$ cat src/rtl/cfu_pkg.sv
// Shared definitions for the CFU command/response protocol: function ids,
// issuer state encoding and the datapath width.
package cfu_pkg;

  localparam int CFU_DATA_W = 32;
  localparam int CFU_FN_W   = 10;

  // Function ids understood by the SIMD MAC CFU (10-bit id space).
  localparam logic [CFU_FN_W-1:0] FN_ACC8    = 10'd0;
  localparam logic [CFU_FN_W-1:0] FN_LOAD_HI = 10'd1;
  localparam logic [CFU_FN_W-1:0] FN_SET_OFS = 10'd2;
  localparam logic [CFU_FN_W-1:0] FN_ACC4    = 10'd3;

  typedef enum logic [2:0] {
    IDLE,
    SET_OFS,
    WAIT_OFS,
    FETCH,
    ISSUE,
    WAIT_RSP,
    DONE
  } issuer_state_e;

  // States in which the issuer is waiting on the CFU and the watchdog runs.
  function automatic logic is_cfu_wait(input issuer_state_e s);
    return (s == SET_OFS) || (s == WAIT_OFS) || (s == ISSUE) || (s == WAIT_RSP);
  endfunction

endpackage

$ cat src/rtl/cfu_cmd_issuer.sv
// Hardware initiator for the SIMD MAC CFU. Runs one dot-product job:
// SET_OFS with the input offset, then one ACC4 per operand word pair pulled
// from the operand stream; the last CFU response is returned as the result.
// At most one CFU command is outstanding. A watchdog aborts the job if the CFU
// stops accepting commands or stops responding.
module cfu_cmd_issuer
  import cfu_pkg::*;
#(
  parameter int unsigned LEN_W       = 16,
  parameter int unsigned RSP_TIMEOUT = 255
) (
  input  logic                  clk,
  input  logic                  reset,
  // job request
  input  logic                  job_valid,
  output logic                  job_ready,
  input  logic [LEN_W-1:0]      job_len,
  input  logic [15:0]           job_offset,
  // operand stream
  input  logic                  op_valid,
  output logic                  op_ready,
  input  logic [CFU_DATA_W-1:0] op_data_0,
  input  logic [CFU_DATA_W-1:0] op_data_1,
  // CFU command channel
  output logic                  cmd_valid,
  input  logic                  cmd_ready,
  output logic [CFU_FN_W-1:0]   cmd_payload_function_id,
  output logic [CFU_DATA_W-1:0] cmd_payload_inputs_0,
  output logic [CFU_DATA_W-1:0] cmd_payload_inputs_1,
  // CFU response channel
  input  logic                  rsp_valid,
  output logic                  rsp_ready,
  input  logic [CFU_DATA_W-1:0] rsp_payload_outputs_0,
  // result
  output logic                  res_valid,
  input  logic                  res_ready,
  output logic [CFU_DATA_W-1:0] res_data,
  output logic                  res_err,
  output logic                  busy
);

  // Watchdog counts 0 .. RSP_TIMEOUT-1 within one state.
  localparam int unsigned TMO_W = (RSP_TIMEOUT > 1) ? $clog2(RSP_TIMEOUT) : 1;

  issuer_state_e         state_q, state_d;
  logic [LEN_W-1:0]      len_q, len_d;
  logic [LEN_W-1:0]      cnt_q, cnt_d;
  logic [LEN_W-1:0]      cnt_inc;
  logic [CFU_FN_W-1:0]   fn_q, fn_d;
  logic [CFU_DATA_W-1:0] in0_q, in0_d;
  logic [CFU_DATA_W-1:0] in1_q, in1_d;
  logic [CFU_DATA_W-1:0] res_data_q, res_data_d;
  logic                  res_err_q, res_err_d;
  logic [TMO_W-1:0]      tmo_q, tmo_d;
  logic                  tmo_hit;

  assign cnt_inc = cnt_q + LEN_W'(1);
  assign tmo_hit = (RSP_TIMEOUT != 0) && (tmo_q == TMO_W'(RSP_TIMEOUT - 1));

  // Next-state, payload capture, result capture and watchdog update.
  always_comb begin
    // NOTE: every variable written here gets a default first, so no path can
    // leave one unassigned and infer a latch.
    state_d    = state_q;
    len_d      = len_q;
    cnt_d      = cnt_q;
    fn_d       = fn_q;
    in0_d      = in0_q;
    in1_d      = in1_q;
    res_data_d = res_data_q;
    res_err_d  = res_err_q;
    tmo_d      = tmo_q;

    unique case (state_q)
      IDLE: begin
        if (job_valid) begin
          len_d   = job_len;
          cnt_d   = '0;
          fn_d    = FN_SET_OFS;
          in0_d   = {16'h0, job_offset};
          in1_d   = '0;
          state_d = SET_OFS;
        end
      end
      SET_OFS: begin
        if (cmd_ready) begin
          state_d = WAIT_OFS;
        end else if (tmo_hit) begin
          res_err_d = 1'b1;
          state_d   = DONE;
        end
      end
      WAIT_OFS: begin
        if (rsp_valid) begin
          res_data_d = rsp_payload_outputs_0;
          state_d    = (len_q == '0) ? DONE : FETCH;
        end else if (tmo_hit) begin
          res_err_d = 1'b1;
          state_d   = DONE;
        end
      end
      FETCH: begin
        if (op_valid) begin
          fn_d    = FN_ACC4;
          in0_d   = op_data_0;
          in1_d   = op_data_1;
          state_d = ISSUE;
        end
      end
      ISSUE: begin
        if (cmd_ready) begin
          state_d = WAIT_RSP;
        end else if (tmo_hit) begin
          res_err_d = 1'b1;
          state_d   = DONE;
        end
      end
      WAIT_RSP: begin
        if (rsp_valid) begin
          res_data_d = rsp_payload_outputs_0;
          cnt_d      = cnt_inc;
          state_d    = (cnt_inc == len_q) ? DONE : FETCH;
        end else if (tmo_hit) begin
          res_err_d = 1'b1;
          state_d   = DONE;
        end
      end
      DONE: begin
        if (res_ready) begin
          res_err_d = 1'b0;
          state_d   = IDLE;
        end
      end
      default: state_d = IDLE;
    endcase

    // Watchdog restarts on every state change and only runs while the
    // issuer is waiting on the CFU.
    if (state_d != state_q) begin
      tmo_d = '0;
    end else if ((RSP_TIMEOUT != 0) && is_cfu_wait(state_q)) begin
      tmo_d = tmo_q + TMO_W'(1);
    end
  end

  // State and datapath registers.
  always_ff @(posedge clk) begin
    // NOTE: sequential state uses non-blocking assignments so every register
    // samples the pre-edge values; reset is synchronous and clears all of it.
    if (reset) begin
      state_q    <= IDLE;
      len_q      <= '0;
      cnt_q      <= '0;
      fn_q       <= '0;
      in0_q      <= '0;
      in1_q      <= '0;
      res_data_q <= '0;
      res_err_q  <= 1'b0;
      tmo_q      <= '0;
    end else begin
      state_q    <= state_d;
      len_q      <= len_d;
      cnt_q      <= cnt_d;
      fn_q       <= fn_d;
      in0_q      <= in0_d;
      in1_q      <= in1_d;
      res_data_q <= res_data_d;
      res_err_q  <= res_err_d;
      tmo_q      <= tmo_d;
    end
  end

  // Handshake outputs are pure state decodes; payload comes straight from
  // registers that only change in IDLE and FETCH, so it is stable while
  // cmd_valid waits for cmd_ready.
  assign job_ready               = (state_q == IDLE);
  assign op_ready                = (state_q == FETCH);
  assign cmd_valid               = (state_q == SET_OFS) || (state_q == ISSUE);
  assign rsp_ready               = (state_q == WAIT_OFS) || (state_q == WAIT_RSP);
  assign res_valid               = (state_q == DONE);
  assign busy                    = (state_q != IDLE);
  assign cmd_payload_function_id = fn_q;
  assign cmd_payload_inputs_0    = in0_q;
  assign cmd_payload_inputs_1    = in1_q;
  assign res_data                = res_data_q;
  assign res_err                 = res_err_q;

endmodule

$ cat config.mk
export PLATFORM = sky130hd
export DESIGN_NAME = cfu_cmd_issuer
export DESIGN_NICKNAME = d
export VERILOG_FILES = /design/src/rtl/cfu_pkg.sv /design/src/rtl/cfu_cmd_issuer.sv
export SDC_FILE = /design/constraint.sdc
export NUM_CORES = 1
export LEC_CHECK = 0
export BUFFER_PORTS_ARGS = -buffer_cell sky130_fd_sc_hd__buf_2
export CORE_AREA = 4 4 140 142
export CTS_CLUSTER_DIAMETER = 30
export DETAILED_ROUTE_END_ITERATION = 12
export DIE_AREA = 0 0 144 146
export RECOVER_POWER = 100
export SYNTH_ARGS = -nofsm -noshare
export SYNTH_HDL_FRONTEND = slang
export SYNTH_SLANG_ARGS = --single-unit
$ cat constraint.sdc
create_clock -name clk -period 2.7 [get_ports clk]
set_input_delay 0.135 -clock clk [delete_from_list [all_inputs] [get_ports clk]]
set_output_delay 0.135 -clock clk [all_outputs]
set_load 0.005 [all_outputs]
==> impl_results.md, run 1 <==
- Status: finished, final reports clean
- Critical Path Max Stage Delay: 0.61 ns
- Unique cell type count in the Yosys netlist: 60
- Post-CTS clock slew at the launch and capture registers of the worst setup and hold paths: 0.06 ns
- Total Negative Setup Slacks: 0 ns
- Largest net degree at the start of global routing: 71
- RSZ-0062 raised after global routing: false
- Ordered cell list for the critical path: nand4_1 -> or4_1 -> xnor2_1 -> or4_1 -> a2111o_1 -> o31a_1
- Worst-case vdd ir drop: 0.412 mV
- Arrival @ worst endpoint: 2.84 ns
- Synthesis-stage register bit count: between 100 and 150
- Max Fclk: 394 MHz
- Number of standard-cell rows in the floorplan: 50
- Master of the slowest instance on the critical path: or4_1
- Net count, final: 1264
- Post-Place Cell Area: around 7700 um^2
- Cell with the most instances on the worst path: or4_1
- Post-Synthesis Cell Area: 6180 um^2
- Buffer depth of the longest clock path: 2
- Mapped Avg Cell Area: 8.08 um^2
- Final clock period utilization by the worst path: about 94%
- Total number of yosys warnings: 0
- Actual transition at the worst max-transition pin: 1.15 ns
- CTS tree: built
- Number of filler cells placed in the layout: 1765
- Fin area: 9410 um^2
- Worst skew pair latency: approximately 0.43 ns
- Vias in the first global route: 6796
- Sequential element share of the synthesized area: about 46%
- Shortest clock period the worst path allows after layout: 2.54 ns
- Maximum clock skew at final layout: 0.0112 ns
- Type of the setup path with the least slack: register to register
- Fraction of layout cells with a size suffix above 1: slightly above 20%
- Die width: approximately 140 um
- Total global-route track usage: 19.6%
- Setup violators final: 0
- Slew Viols, Final: 0
- Via count: 6803
- Starting Density: between 30% and 40%
- Commonest cells after routing, fill and taps aside: buf_2 (159), nand2_1 (158), dfxtp_1 (141), dlygate4sd3_1 (128), nor2_1 (97)
- Synth Flop Type: dfxtp_1
- Max-cap violation count: 0
- Detail-routed net length per standard cell: 15.2 um
- Residual overflow from global routing: 0
- Post-route DRC violation count: 0
- Drt first-iter violations: 426
- Synth area leader: dfxtp_1
- Cells after Synth: about 770
- 1st-pass router iterations: 5
- Nature of the critical path startpoint: register
- Number of routed nets with antenna violations: 0
- Leading post-synthesis cells by cell area: dfxtp_1 (46%), nand2_1 (9.6%), a22oi_1 (6.1%)
- Area share of the largest cell type after synthesis: ~46%
- Via density per instance: between 4 and 5
- Critical path peak fanout: 7
- Placeable core area: 18500 um^2
- Root Buffer: clkbuf_16
- Leading cell type in the layout, fill and taps excluded: buf_2
- Total number of H-tree levels: 4
- Post-place setup slack: 0.174 ns
- Worst Hold Class: input port to register
- Buffers and inverters on the worst path: 0
- Y dimension of the die: 146 um
- Worst slew margin relative to its limit: 22.8%
- Post-detailed-placement half-perimeter wirelength: about 13000 um
- Power density cells: 566 nW/um^2
- Layout Utilization: roughly half
- Initial antenna violation count: 0
- Antenna Diode Count: 0
- Final critical-path setup slack: roughly 0.16 ns
- Total Die Area: 21000 um^2
- Number of I/O pins: 248
- Port buffer count: 239
- Final Hold Viols: 0
- Sinks on Clock Net: between 100 and 150
- Cell family with the largest share of critical-path delay: simple AND/OR/NAND/NOR gates
- Clock buffers created by TritonCTS: 17
- Critical Path RT: 3.01 ns
- Routability cong.: 0.855
- Total Wirelength: 20800 um
- Proportion of register bits with asynchronous set or reset after synthesis: 0%
- Post-synthesis to final-layout area growth: 52.2%
- Global-route wire length before repair: 33600 um
- Count of flip-flops with a built-in enable after synthesis: 0
- Crit. End Element: register
- Static Leak: about 3.8 nW
[where the power goes]
group          switching, mW  total, mW  internal, mW
Sequential            0.0637       2.24          2.17
Combinational          0.397      0.788         0.391
Clock                   1.05       2.30          1.26
Total                   1.51       5.33          3.82
[per-layer routing]
| metal | vias to the layer above | GRT usage, % | part of all wire [%] |
|---|---|---|---|
| li1 | 3388 | - | - |
| met1 | 3137 | 23.5 | 43 |
| met2 | 247 | 33.5 | 49 |
| met3 | 31 | 5.69 | 6.5 |
| met4 | 0 | 6.40 | 1.9 |
| met5 | - | 0 | 0 |
[worst min-delay path: stages]
cell      delay [ns]
buf_2           0.12
nand2_1         0.06
nand2_1         0.06
a211oi_1        0.06
[cells in the mapped netlist (2+ instances only)]
library cell	n
nor3_1	10
nand2b_1	4
a31oi_1	6
nor2b_1	2
nor4b_1	2
xnor2_1	19
and3_1	6
nand4b_1	4
a2111oi_0	3
nand3_1	10
nor2_1	99
buf_4	9
o31a_1	2
o21ai_0	14
dfxtp_1	142
xor2_1	11
inv_1	8
a211oi_1	3
and2_1	3
nor4_1	6
or4_1	3
ha_1	3
o31ai_1	2
mux2i_1	2
or3_1	3
and4_1	2
o21bai_1	2
a311oi_1	22
nand2_1	158
o22ai_1	3
clkbuf_1	47
buf_6	2
a21oi_1	67
nand4_1	8
a22oi_1	50
buf_2	4
[worst paths after layout]
kind | slack (ns) | start | cells past startpoint | to
hold / removal | 0.06 | res_ready | 4 | state_q[1]
setup / recovery | 0.16 | cnt_q[9] | 6 | state_q[0]
hold reg to reg | 0.45 | res_data[17] | 2 | res_data[17]
setup reg to reg | 0.16 | cnt_q[9] | 6 | state_q[0]
[cells by family (layout without fill, tap and decap cells)]
kind of cell,count (synthesis),in the layout,synth area share (%)
other,1,8,0.0606
multiplexers,2,2,0.324
XOR/XNOR,30,30,4.25
AO/OA/AOI/OAI,186,186,20.1
buffers and inverters,72,439,5.24
adder cells (fa/ha/maj),3,3,0.607
flip-flops,142,142,46.0
AND/OR/NAND/NOR,329,329,23.5
[cell type report]
type	instances	area, um^2	area share [%]
inverters	9	33.8	0.359
clock inverters	14	135	1.44
repair buffers	398	2610	27.7
flip-flops and latches	142	2840	30.2
clock buffers	18	439	4.67
multi-input cells	558	3060	32.5
well taps	234	293	3.11
[registers in the layout, indices dropped and copies added (netlist names)]
name                     count
cmd_payload_function_id      2
cmd_payload_inputs_0        32
cmd_payload_inputs_1        32
cnt_q                       16
len_q                       16
res_data                    32
res_err                      1
state_q                      3
tmo_q                        8
[timing repair]
item / CTS / global route
endpoints found under the setup margin: 0 / 16
hold buffers: 128 / 0
resized for setup: 0 / 2
buffers inserted: 0 / 0
endpoints found under the hold margin: 112 / 0
[through the flow]
| stage | instances | hold WS, ns | total power, mW |
|---|---|---|---|
| 6_report | 1373 | 0.0577 | 5.33 |
| 5_1_grt | 1373 | 0.0783 | 5.58 |
| 4_1_cts | 1373 | 0.0367 | 5.40 |
| 3_5_place_dp | 1213 | 0.381 | 2.91 |
| 3_3_place_gp | 1213 | 0.375 | 2.91 |
| 2_1_floorplan | 772 | 0.271 | 2.62 |
Power figures use the tool's default switching activity.
==> run 2: changes to the inputs <==
--- a/config.mk
+++ b/config.mk
@@ -5,11 +5,11 @@
 export SDC_FILE = /design/constraint.sdc
 export NUM_CORES = 1
 export LEC_CHECK = 0
-export BUFFER_PORTS_ARGS = -buffer_cell sky130_fd_sc_hd__buf_2
 export CORE_AREA = 4 4 140 142
 export CTS_CLUSTER_DIAMETER = 30
 export DETAILED_ROUTE_END_ITERATION = 12
 export DIE_AREA = 0 0 144 146
+export DONT_BUFFER_PORTS = 1
 export RECOVER_POWER = 100
 export SYNTH_ARGS = -nofsm -noshare
 export SYNTH_HDL_FRONTEND = slang
==> run 2 against run 1 <==
Against the previous run:
- via count shrank 11%
- highest routed layer unchanged
- design area fell by 11%
- flip-flop and latch count did not move
- core utilization is 5.8 points lower
- largest power group unchanged
- largest cell class unchanged
- critical path depth decreased by 1
==> impl_results.md, run 2 (synthesized netlist as in run 1, its figures left out) <==
- Worst skew pair latency: 0.42 ns (about the same)
- Quantity of gates resized following cts: 0 (unchanged)
- Slew Viols, Final: 0 (unchanged)
- Length in cells of the worst reg-to-reg path: 5 (-1)
- Cell family with the largest share of critical-path delay: simple AND/OR/NAND/NOR gates
- Critical path peak fanout: 24 (+17)
- Arrival @ worst endpoint: 2.89 ns (+0.05 ns)
- Total global-route track usage: 18.5% (-1.2 points)
- Max-cap violation count: 0 (unchanged)
- Setup violators final: 0 (unchanged)
- Type of the setup path with the least slack: register to register
- Cell depth of the worst min-delay path: 2 (-2)
- Routability cong.: 0.853 (-0.18%)
- Maximum clock skew at final layout: 0.00862 ns (-0.00258 ns)
- Reg2reg start: state_q[0]
- Flip-flop and latch area: 2840 um^2 (about the same)
- Number of I/O pins: 248 (unchanged)
- Commonest cells after routing, fill and taps aside: nand2_1 (158), dfxtp_1 (142), dlygate4sd3_1 (130), nor2_1 (97), a21oi_1 (67)
- Total Negative Setup Slacks: 0 ns (unchanged)
- Max Fclk: 393 MHz (-0.24%)
- Post-CTS clock slew at the launch and capture registers of the worst setup and hold paths: 0.06 ns (about the same)
- Worst setup path startpoint: state_q[0]
- Shortest clock period the worst path allows after layout: 2.54 ns (+0.00602 ns)
- Die width: 144 um (unchanged)
- Total number of H-tree levels: 4 (unchanged)
- Cell count after placement: 972 (-20%)
- Worst Hold Class: input port to register
- Via density per instance: 5.31 (+7.2%)
- Final clock period utilization by the worst path: 94.1% (+0.22 points)
- Post-route DRC violation count: 0 (unchanged)
- Leading cell type in the layout, fill and taps excluded: nand2_1
- Static Leak: 2.98 nW (-21%)
- Final Hold Viols: 0 (unchanged)
- Fraction of layout cells with a size suffix above 1: 7.43% (-13 points)
- Actual transition at the worst max-transition pin: 1.20 ns (+0.0455 ns)
- Worst slew margin relative to its limit: 20.0% (-2.9 points)
- Clock buffers created by TritonCTS: 17 (unchanged)
- Residual overflow from global routing: 0 (unchanged)
- Port buffer count: 0 (-100%)
- Drt first-iter violations: 348 (-18%)
- Net count, final: 1027 (-19%)
- Placeable core area: 18500 um^2 (unchanged)
- Nature of the critical path startpoint: register
- RSZ-0062 raised after global routing: false
- Status: finished, final reports clean
- Power density cells: 621 nW/um^2 (+9.7%)
- Worst Min Path Start: rsp_valid
- Total Die Area: 21000 um^2 (unchanged)
- Post-place setup slack: 0.213 ns (+0.0396 ns)
- Critical Path Max Stage Delay: 0.98 ns (+0.37 ns)
- Via count: 6034 (-11%)
- Critical Path RT: 3.04 ns (+0.03 ns)
- Hold Path End: state_q[0]
- Sinks on Clock Net: 142 (unchanged)
- Starting Density: 33.5% (unchanged)
- Buffer depth of the longest clock path: 2 (unchanged)
- Detail-routed net length per standard cell: 17.6 um (+16%)
- Buffers and inverters on the worst path: 0 (unchanged)
- Worst-case vdd ir drop: 0.377 mV (-8.5%)
- Overall Power: 5.18 mW (-2.8%)
- Total Wirelength: 20000 um (-4.1%)
- CTS tree: built
- Initial antenna violation count: 0 (unchanged)
- Final critical-path setup slack: 0.158 ns (-0.00602 ns)
- Post-synthesis to final-layout area growth: 34.8%
- Root Buffer: clkbuf_16
- Largest net degree at the start of global routing: 135 (+90%)
- Number of routed nets with antenna violations: 0 (unchanged)
- Global-route wire length before repair: 31300 um (-6.9%)
- Antenna Diode Count: 0 (unchanged)
- Number of filler cells placed in the layout: 1725 (-2.3%)
- Layout Utilization: 45.2% (-5.8 points)
- Post-route non-filler standard cell count: 1136 (-17%)
- Post-detailed-placement half-perimeter wirelength: 12100 um (-9.2%)
- Ordered cell list for the critical path: nor3_1 -> and2_1 -> nor2_2 -> a22oi_1 -> nor2_1
- Vias in the first global route: 6076 (-11%)
- Number of standard-cell rows in the floorplan: 50 (unchanged)
- Setup slack of the most critical reg-to-reg path: 0.16 ns (about the same)
- Terminus of the critical flop-to-flop path: cmd_payload_inputs_1[20]
- Master of the slowest instance on the critical path: nor2_2
- 1st-pass router iterations: 6 (+1)
- Footprint of the multi-input gates: 3070 um^2 (+0.41%)
- Crit. End Element: register
- Y dimension of the die: 146 um (unchanged)
-- run 2: cell count changes in the layout (fill, tap and decap cells not counted), sizes merged --
| cell | change |
|---|---|
| clkbuf | -75 |
| inv | -4 |
| buf | -165 |
| nor2 | +1 |
| dlygate4sd3 | +2 |
| clkinvlp | +3 |
| bufinv | +1 |
-- run 2: power by group --
| part | internal (mW) | switching, mW |
|---|---|---|
| registers | 2.17 | 0.0806 |
| logic | 0.276 | 0.340 |
| clock network | 1.31 | 1.00 |
-- run 2: routing by layer --
metal	share of wire [%]	wire [um]	track usage, %	vias up
li1	-	-	-	2926
met1	40	7920	21.0	2797
met2	49	9870	31.4	275
met3	8.5	1690	6.77	36
met4	2.6	514	6.97	0
met5	0	0	0	-
-- run 2: repair_timing --
item | 4_1_cts | 5_1_grt
hold buffers | 131 | 0
buffers inserted | 0 | 0
endpoints found under the setup margin | 0 | 6
endpoints found under the hold margin | 134 | 0
-- run 2: worst max-delay path by stage --
stage                          endpoint  slack [ns]  depth (start not counted)
5_1_grt        cmd_payload_inputs_1[31]        0.02                          5
3_3_place_gp                 state_q[0]        0.25                          7
3_5_place_dp                 state_q[0]        0.21                          7
4_1_cts                      state_q[0]        0.19                          7
2_1_floorplan                state_q[0]        0.09                          8
6_report       cmd_payload_inputs_1[20]        0.16                          5
-- run 2: cell type report --
class                   instances  share of cell area [%]
flip-flops and latches        142                    34.1
multi-input cells             559                    36.8
repair buffers                160                    18.3
inverters                       9                   0.405
clock buffers                  18                    5.15
clock inverters                14                    1.77
well taps                     234                    3.51
-- run 2: through the flow --
| step | hold WS (ns) | cell area (um^2) |
|---|---|---|
| global route | 0.0636 | 8340 |
| global placement | 0.213 | 6450 |
| CTS | 0.0481 | 8360 |
| finish | 0.0705 | 8340 |
| detailed placement | 0.216 | 6450 |
| floorplan | 0.271 | 6210 |
==> run 3: changes to the inputs <==
--- a/config.mk
+++ b/config.mk
@@ -5,11 +5,14 @@
 export SDC_FILE = /design/constraint.sdc
 export NUM_CORES = 1
 export LEC_CHECK = 0
-export CORE_AREA = 4 4 140 142
+export CELL_PAD_IN_SITES_DETAIL_PLACEMENT = 2
+export CELL_PAD_IN_SITES_GLOBAL_PLACEMENT = 2
+export CORE_AREA = 4 4 147 149
 export CTS_CLUSTER_DIAMETER = 30
 export DETAILED_ROUTE_END_ITERATION = 12
-export DIE_AREA = 0 0 144 146
+export DIE_AREA = 0 0 151 153
 export DONT_BUFFER_PORTS = 1
+export PLACE_DENSITY_LB_ADDON = 0.1
 export RECOVER_POWER = 100
 export SYNTH_ARGS = -nofsm -noshare
 export SYNTH_HDL_FRONTEND = slang
==> constraint.sdc (replaced) <==
create_clock -name clk -period 2.7 [get_ports clk]
set_input_delay 0.135 -clock clk [delete_from_list [all_inputs] [get_ports clk]]
set_output_delay 0.135 -clock clk [all_outputs]
set_load 0.02 [all_outputs]
==> run 3 against run 2 <==
Against the previous run:
- total power up 2.3%
- worst hold slack better by 0.0076 ns
- critical path depth up 1
- count of clock-buffer cells in the layout unchanged
- flip-flop and latch count unchanged
- non-clock buffer count down 2
- core utilization down 3.6 points
- via count up 1.9%
- setup slack better by 0.0092 ns
- sequential power up 3%
- critical endpoint is now state_q[0]
==> impl_results.md, run 3 (synthesized netlist as in run 1, its figures left out) <==
- Power density cells: 631 nW/um^2 (+1.6%)
- Max Fclk: 395 MHz (+0.36%)
- Status: finished, final reports clean
- RSZ-0062 raised after global routing: false
- Routability cong.: 0.814 (-4.6%)
- Total number of H-tree levels: 4 (unchanged)
- Total Die Area: 23100 um^2 (+9.9%)
- Fin area: 8390 um^2 (+0.66%)
- Clock buffers created by TritonCTS: 17 (unchanged)
- Reg2reg start: cnt_q[9]
- Placeable core area: 20200 um^2 (+9.3%)
- Total Wirelength: 25300 um (+27%)
- Total global-route track usage: 21.8% (+3.3 points)
- Slew Viols, Final: 0 (unchanged)
- Total Negative Setup Slacks: 0 ns (unchanged)
- Final clock period utilization by the worst path: 93.8% (-0.34 points)
- Crit. End Element: register
- Starting Density: 30.7% (-2.8 points)
- Leading cell type in the layout, fill and taps excluded: nand2_1
- 1st-pass router iterations: 4 (-2)
- Residual overflow from global routing: 0 (unchanged)
- Number of I/O pins: 248 (unchanged)
- Terminus of the critical flop-to-flop path: state_q[0]
- Actual transition at the worst max-transition pin: 1.05 ns (-0.148 ns)
- Commonest cells after routing, fill and taps aside: nand2_1 (157), dfxtp_1 (140), dlygate4sd3_1 (130), nor2_1 (97), a21oi_1 (66)
- Fraction of layout cells with a size suffix above 1: 8.00% (+0.57 points)
- Buffer depth of the longest clock path: 2 (unchanged)
- Port buffer count: 0 (unchanged)
- Die width: 151 um (+4.9%)
- Sinks on Clock Net: 142 (unchanged)
- Global-route wire length before repair: 39900 um (+28%)
- Worst Hold Class: input port to register
- Via count: 6149 (+1.9%)
- Length in cells of the worst reg-to-reg path: 6 (+1)
- Post-Place Cell Area: 6480 um^2 (+0.47%)
- Antenna Diode Count: 0 (unchanged)
- CTS tree: built
- Cell depth of the worst min-delay path: 2 (unchanged)
- Final Hold Viols: 0 (unchanged)
- Flip-flop and latch area: 2850 um^2 (about the same)
- Hold Path End: state_q[0]
- Setup violators final: 0 (unchanged)
- Post-detailed-placement half-perimeter wirelength: 15800 um (+30%)
- Max-cap violation count: 0 (unchanged)
- Post-CTS setup-driven buffer insertion count: 0 (unchanged)
- Worst skew pair latency: 0.43 ns (about the same)
- Setup slack of the most critical reg-to-reg path: 0.17 ns (about the same)
- Footprint of the multi-input gates: 3090 um^2 (+0.61%)
- Net count, final: 1025 (-0.19%)
- Number of filler cells placed in the layout: 2216 (+28%)
- Via density per instance: 5.26 (-1.1%)
- Type of the setup path with the least slack: register to register
- Static Leak: 2.99 nW (+0.19%)
- Drt first-iter violations: 211 (-39%)
- Initial antenna violation count: 0 (unchanged)
- Critical Path RT: 3.01 ns (-0.03 ns)
- Nature of the critical path startpoint: register
- Arrival @ worst endpoint: 2.84 ns (-0.05 ns)
- Vias in the first global route: 6969 (+15%)
- Y dimension of the die: 153 um (+4.8%)
- Largest net degree at the start of global routing: 135 (unchanged)
- Hold slack final: 0.0781 ns (+0.00760 ns)
- Detail-routed net length per standard cell: 21.6 um (+23%)
- Root Buffer: clkbuf_16
- Worst slew margin relative to its limit: 29.8% (+9.8 points)
- Post-CTS clock slew at the launch and capture registers of the worst setup and hold paths: 0.07 ns (about the same)
- Number of routed nets with antenna violations: 0 (unchanged)
- Shortest clock period the worst path allows after layout: 2.53 ns (-0.00922 ns)
- Post-synthesis to final-layout area growth: 35.7%
- Critical path peak fanout: 7 (-71%)
- Worst Min Path Start: rsp_valid
- Number of standard-cell rows in the floorplan: 52 (+4.0%)
- Maximum clock skew at final layout: 0.0146 ns (+0.00601 ns)
- Worst-case vdd ir drop: 0.330 mV (-12%)
- Post-route DRC violation count: 0 (unchanged)
-- run 3: how the worst max path moves through the flow --
stage	from	end	slack [ns]	cells past startpoint
after floorplan	cnt_q[0]	state_q[0]	0.09	8
after global placement	cnt_q[9]	state_q[0]	0.21	6
after detailed placement	cnt_q[0]	state_q[0]	0.15	8
after CTS	state_q[0]	res_data[14]	0.02	8
after global routing	cnt_q[9]	state_q[2]	0.03	6
final	cnt_q[9]	state_q[0]	0.17	6
-- run 3: report_power, final --
| group | switching, mW | internal, mW |
|---|---|---|
| logic | 0.386 | 0.276 |
| clock network | 1.08 | 1.23 |
| registers | 0.147 | 2.17 |
-- run 3: final cells by class --
class | instances | share of cell area, %
clock inverters | 14 | 1.70
inverters | 9 | 0.403
well taps | 270 | 4.03
clock buffers | 18 | 5.11
flip-flops and latches | 142 | 33.9
multi-input cells | 559 | 36.8
repair buffers | 158 | 18.1
-- run 3: metal layers --
| metal | share of wire, % | up-vias | routed length, um | global-route usage (%) |
|---|---|---|---|---|
| met2 | 52 | 190 | 13200 | 39.3 |
| met4 | 1.8 | 0 | 445 | 6.35 |
| li1 | - | 2907 | - | - |
| met5 | 0 | - | 0 | 0 |
| met1 | 40 | 3023 | 10000 | 24.5 |
| met3 | 6.5 | 29 | 1660 | 6.63 |
-- run 3: repair_timing --
item | in CTS | in global routing
hold buffers | 131 | 0
gates resized for setup | 0 | 8
hold endpoints to repair | 134 | 0
setup endpoints to repair | 0 | 18
-- run 3: critical path, cell delays in order, from the launching register on --
cell and delay, ns:
dfxtp_1 0.44, nand4_1 0.20, or4_1 0.60, xnor2_1 0.15, or4_1 0.40, a2111o_1 0.34, o31a_1 0.29
-- run 3: stage by stage --
step                power (mW)  util (%)  std cells  setup slack, ns
floorplan                 2.70         -        772           0.0864
global placement          2.79      32.1       1006            0.210
detailed placement        2.82      32.1       1006            0.150
CTS                       5.34      41.6       1169           0.0233
global route              5.55      41.6       1170           0.0265
finish                    5.30      41.6       1170            0.168
